### config.mk
export PLATFORM = sky130hd
export DESIGN_NAME = song_player
export DESIGN_NICKNAME = d
export VERILOG_FILES = /design/src/rtl/song_player.sv
export SDC_FILE = /design/constraint.sdc
export NUM_CORES = 1
export LEC_CHECK = 0
export ABC_AREA = 1
export CAP_MARGIN = 20
export CELL_PAD_IN_SITES_DETAIL_PLACEMENT = 0
export CELL_PAD_IN_SITES_GLOBAL_PLACEMENT = 1
export CORE_MARGIN = 4
export CORE_UTILIZATION = 30
export CTS_BUF_LIST = sky130_fd_sc_hd__clkbuf_2
export CTS_CLUSTER_DIAMETER = 120
export DETAILED_ROUTE_END_ITERATION = 6
export PLACE_DENSITY = 0.65
export SYNTH_ARGS = -nofsm -noshare
export SYNTH_HDL_FRONTEND = slang
export SYNTH_SLANG_ARGS = --single-unit
### constraint.sdc
create_clock -name CLK -period 5.7 [get_ports CLK]
set_input_delay 1.14 -clock CLK [delete_from_list [all_inputs] [get_ports CLK]]
set_output_delay 1.14 -clock CLK [all_outputs]
set_load 0.005 [all_outputs]
### src/rtl/song_player.sv
// Autoplay sequencer: walks a 15-entry song ROM and drives the piano's one-hot
// switch vector, with a silent gap after every note so repeats stay distinct.
module song_player #(
  parameter int TICKS_PER_BEAT = 25_000_000,
  parameter int GAP_TICKS      = 2_500_000,
  parameter int LOOP           = 0
) (
  input  logic       CLK,
  input  logic       RESET,
  input  logic       play,
  input  logic       stop,
  output logic [7:0] sw_out,
  output logic [3:0] note,
  output logic [3:0] index,
  output logic       busy,
  output logic       done
);

  localparam int CW = $clog2(4 * TICKS_PER_BEAT + GAP_TICKS + 1);
  localparam logic [CW-1:0] GAP_LAST   = CW'(GAP_TICKS - 1);
  localparam logic [3:0]    LAST_INDEX = 4'd14;

  // Ode to Joy, first phrase; beats stored as (beats-1). Entry 15 is an unused rest.
  localparam logic [3:0] NOTE_ROM [16] = '{
    4'd3, 4'd3, 4'd4, 4'd5, 4'd5, 4'd4, 4'd3, 4'd2,
    4'd1, 4'd1, 4'd2, 4'd3, 4'd3, 4'd2, 4'd2, 4'd0
  };
  localparam logic [1:0] BEAT_ROM [16] = '{
    2'd0, 2'd0, 2'd0, 2'd0, 2'd0, 2'd0, 2'd0, 2'd0,
    2'd0, 2'd0, 2'd0, 2'd0, 2'd1, 2'd0, 2'd1, 2'd0
  };

  typedef enum logic [1:0] {IDLE, NOTE, GAP, DONE} state_t;

  state_t        state_q;
  logic [CW-1:0] cnt_q;
  logic [7:0]    sw_q;
  logic [3:0]    note_q;
  logic [3:0]    index_q;
  logic          busy_q;
  logic          done_q;

  logic [2:0]    beats_d;
  logic [CW-1:0] note_last_d;
  logic [3:0]    next_index_d;
  logic [3:0]    next_note_d;

  function automatic logic [7:0] decode(input logic [3:0] code);
    decode = 8'h00;
    if (code >= 4'd1 && code <= 4'd8) decode = 8'h80 >> (code - 4'd1);
  endfunction

  always_comb begin
    beats_d      = {1'b0, BEAT_ROM[index_q]} + 3'd1;
    note_last_d  = CW'(int'(beats_d) * TICKS_PER_BEAT - 1);
    next_index_d = (index_q == LAST_INDEX) ? 4'd0 : index_q + 4'd1;
    next_note_d  = NOTE_ROM[next_index_d];
  end

  // stop shares the reset path so an abort never leaves a stale note or done pulse.
  always_ff @(posedge CLK) begin
    if (RESET || stop) begin
      state_q <= IDLE;
      cnt_q   <= '0;
      sw_q    <= 8'h00;
      note_q  <= 4'd0;
      index_q <= 4'd0;
      busy_q  <= 1'b0;
      done_q  <= 1'b0;
    end else begin
      case (state_q)
        IDLE: begin
          if (play) begin
            state_q <= NOTE;
            cnt_q   <= '0;
            index_q <= 4'd0;
            note_q  <= NOTE_ROM[0];
            sw_q    <= decode(NOTE_ROM[0]);
            busy_q  <= 1'b1;
          end
        end
        NOTE: begin
          if (cnt_q == note_last_d) begin
            state_q <= GAP;
            cnt_q   <= '0;
            sw_q    <= 8'h00;
            note_q  <= 4'd0;
          end else begin
            cnt_q <= cnt_q + 1'b1;
          end
        end
        GAP: begin
          if (cnt_q == GAP_LAST) begin
            cnt_q <= '0;
            if (index_q != LAST_INDEX || LOOP != 0) begin
              state_q <= NOTE;
              index_q <= next_index_d;
              note_q  <= next_note_d;
              sw_q    <= decode(next_note_d);
            end else begin
              state_q <= DONE;
              busy_q  <= 1'b0;
              done_q  <= 1'b1;
            end
          end else begin
            cnt_q <= cnt_q + 1'b1;
          end
        end
        DONE: begin
          state_q <= IDLE;
          done_q  <= 1'b0;
          index_q <= 4'd0;
        end
        default: state_q <= IDLE;
      endcase
    end
  end

  assign sw_out = sw_q;
  assign note   = note_q;
  assign index  = index_q;
  assign busy   = busy_q;
  assign done   = done_q;

endmodule

==> summary.md <==
| Metric | Value |
|---|---|
| Status | finished clean |
| Avg Inst Size Synth | 6.074 um^2 |
| Die Area | around 13,000 um^2 |
| Post-synth EDFFs | 0 |
| Crit path DAT | roughly 3.4 ns |
| Final period util | 0.5171 |
| Pin count of the biggest net entering global routing | 29 |
| I/O pin cnt | 22 |
| Critical path's slowest cell | nor2_2 |
| Site row count | 37 |
| Setup Fix Bufs, Post-CTS | 0 |
| Post-synth top area cell | dfxtp_1 |
| Post-route setup TNS | 0 ns |
| First-pass GRT wire length | between 15 and 20 mm |
| Period minus WS final | between 2 and 3 ns |
| Routed wire length | 9.157 mm |
| Max Cap Viol | 0 |
| Vias per cell | 4.832 |
| Max-slew headroom | 0.5162 |
| Critical path launch point type | input port |
| Initial DRC count | 170 |
| Worst Path Max Fanout | 27 |
| Hold WC Path Type | flop to flop |
| Primary FF master, synth | dfxtp_1 |
| Post-Place Cells | 681 |
| Syn Nets | 554 |
| Synth cell types | 36 |
| Core Region | between 10,000 and 15,000 um^2 |
| R2R Setup Slk | 3.05 ns |
| Yosys warns | 0 |
| Final layout net count | between 500 and 600 |
| # setup viols final | 0 |
| Yosys reg bits | 46 |
| Max Fclk | between 0.3 and 0.4 GHz |
| Leak Pwr | ~0.0013 uW |
| Cell area power density | 164.8 nW/um^2 |
| Layout Skew | about 0.018 ns |
| Req. time, crit path | 6.11 ns |
| Finished Core Util | 0.3460 |
| Clock power share | 0.263 |
| Die Span Y | around 110 um |
| Post-route ant nets | 0 |
| Clock latency on the worst-skew pair | 0.46 ns |
| Grt total ovfl | 0 |
| Post-Synthesis Cells | between 500 and 600 |
| Hold slack | about 0.46 ns |
| Most numerous cell in the Yosys netlist | nand2_1 |
| Clock Sinks | 46 |
| Async set or reset register ratio after synthesis | 0 |
| Net Sw Power | a little over 200 uW |
| H-tree levels | 2 |
| Fraction of layout cells with a size suffix above 1 | 0.05787 |
| Max-slew violation count | 0 |
| Starting Density | 0.3118 |
| GRT Util Overall | 0.1469 |
| N_diodes | 0 |
| Worst path max stage delay | 0.59 ns |
| Resize count post-CTS | 0 |
| Sw Ratio | 0.3387 |
| WS Path Type | input port to flop |
| Final hold vios | 0 |
| Wire per inst | roughly 13 um |
| Mapped Area | approximately 3300 um^2 |
| CTS Buf Count | 5 |
| Die Wd | approximately 110 um |
| Crit. End Element | flop |
| HPWL Detailed | 6.934 mm |
| Maximum vdd drop | 95.27 uV |
| CP dominant cell by count | buf_4 |
| IO Port Bufs | 20 |
| Vias in the first global route | about 3,200 |
| Initial antenna violation count | 0 |
| Area Overhead vs Synth | 10.97% |
| RSZ-0062 raised after global routing | false |
| Root buf cell | clkbuf_2 |
| DRC Markers | 0 |
| Seq pwr share | 0.561 |
| Via count | around 3,300 |
| Deepest clock path buffer count | 2 |
| Top-area cell type share of the netlist area | 0.2823 |
| RePlAce Congestion | between 0.8 and 0.9 |
| Hold_buf cts | 0 |
| Cell Chain, Critical Path | clkdlybuf4s50_1, nor2_1, nor2_4, clkinv_1, buf_4, nor2_2, buf_4, nand4_1, a21oi_1 |
| Combinational Power Share | 0.176 |
| Fin cells | 689 |
| Register area share after synthesis | 0.2823 |
| Internal power | a little under 400 uW |
| CTS clk-pin slew, worst paths | about 0.26 ns |
| Slew @ Worst Pin | around 0.72 ns |
| Ranking of synthesized cells by area | dfxtp_1 28%, nand2_1 17%, nor2_1 9.1%, inv_1 7.5%, a21oi_1 6.3% |
| CTS tree | yes |
| Drt pass-1 iters | 5 |
| Synth cell count leaders | 148 x nand2_1, 79 x nor2_1, 65 x inv_1, 46 x dfxtp_1, 41 x a21oi_1 |
==> through the flow <==
stage | total power [uW] | setup slack, ns | instance area (um^2)
floorplan | 414.1 | 3.460 | 3262
global placement | 444.9 | 2.354 | 3573
detailed placement | 446.3 | 2.277 | 3573
finish | 596.6 | 2.753 | 3620
global route | 632.0 | 2.581 | 3620
CTS | 608.0 | 2.799 | 3620
==> worst max-delay path: cells and delay by family <==
kind	cells	cell delay, ns
and+or+nand+nor	4	0.96
buffers and inverters	4	1.09
AOI/OAI and AO/OA	1	0.16
==> power groups by stage <==
stage          Sequential [uW]  Combinational [uW]  Clock, uW
3_3_place_gp               340                 105          0
4_1_cts                    335                 106        167
3_5_place_dp               340                 106          0
5_1_grt                    336                 120        176
6_report                   335                 105        157
2_1_floorplan              339                74.8          0
==> state kept, by name (all words and copies together) (netlist names) <==
signal and count:
busy 1, cnt_q 27, done 1, index 4, note 3, state_q 2
sw_out 8
==> per-layer routing <==
| layer | up-vias | global-route usage | part of all wire |
|---|---|---|---|
| met4 | 0 | 0.03125 | 0.013 |
| met3 | 12 | 0.02480 | 0.021 |
| met5 | - | 0 | 0 |
| met1 | 1534 | 0.1809 | 0.46 |
| met2 | 39 | 0.2678 | 0.50 |
| li1 | 1744 | - | - |
==> worst paths after layout <==
check | start | to | cells past startpoint
max | play | cnt_q[22] | 9
min | busy | busy | 2
max reg2reg | state_q[0] | cnt_q[22] | 11
min reg2reg | busy | busy | 2
==> final cells by class <==
cell class	instances	area, um^2
Timing Repair Buffer	23	222.7
Clock inverter	3	21.27
Multi-Input combinational cell	407	2001
Tap cell	136	170.2
Fill cell	1224	6843
Sequential cell	46	920.9
Inverter	69	259.0
Clock buffer	5	25.02
==> cell families after synthesis <==
group / synth area share
AND/OR/NAND/NOR: 0.4388
AO/OA/AOI/OAI: 0.1047
XOR/XNOR: 0.01880
buffers and inverters: 0.1043
flip-flops: 0.2823
other: 0.001150
adder cells (fa/ha/maj): 0.04987
==> cells in the final DEF (no fill, tap or decap), types with 4 or more instances in the layout <==
master / instances
a21oi_1: 41
clkbuf_2: 5
clkdlybuf4s50_1: 20
dfxtp_1: 46
ha_1: 13
inv_1: 65
nand2_1: 148
nand3_1: 35
nand4_1: 25
nor2_1: 79
nor2_2: 5
nor3_1: 12
o21ai_0: 17
xor2_1: 4
Note: power is estimated with default switching activity, not from simulation.
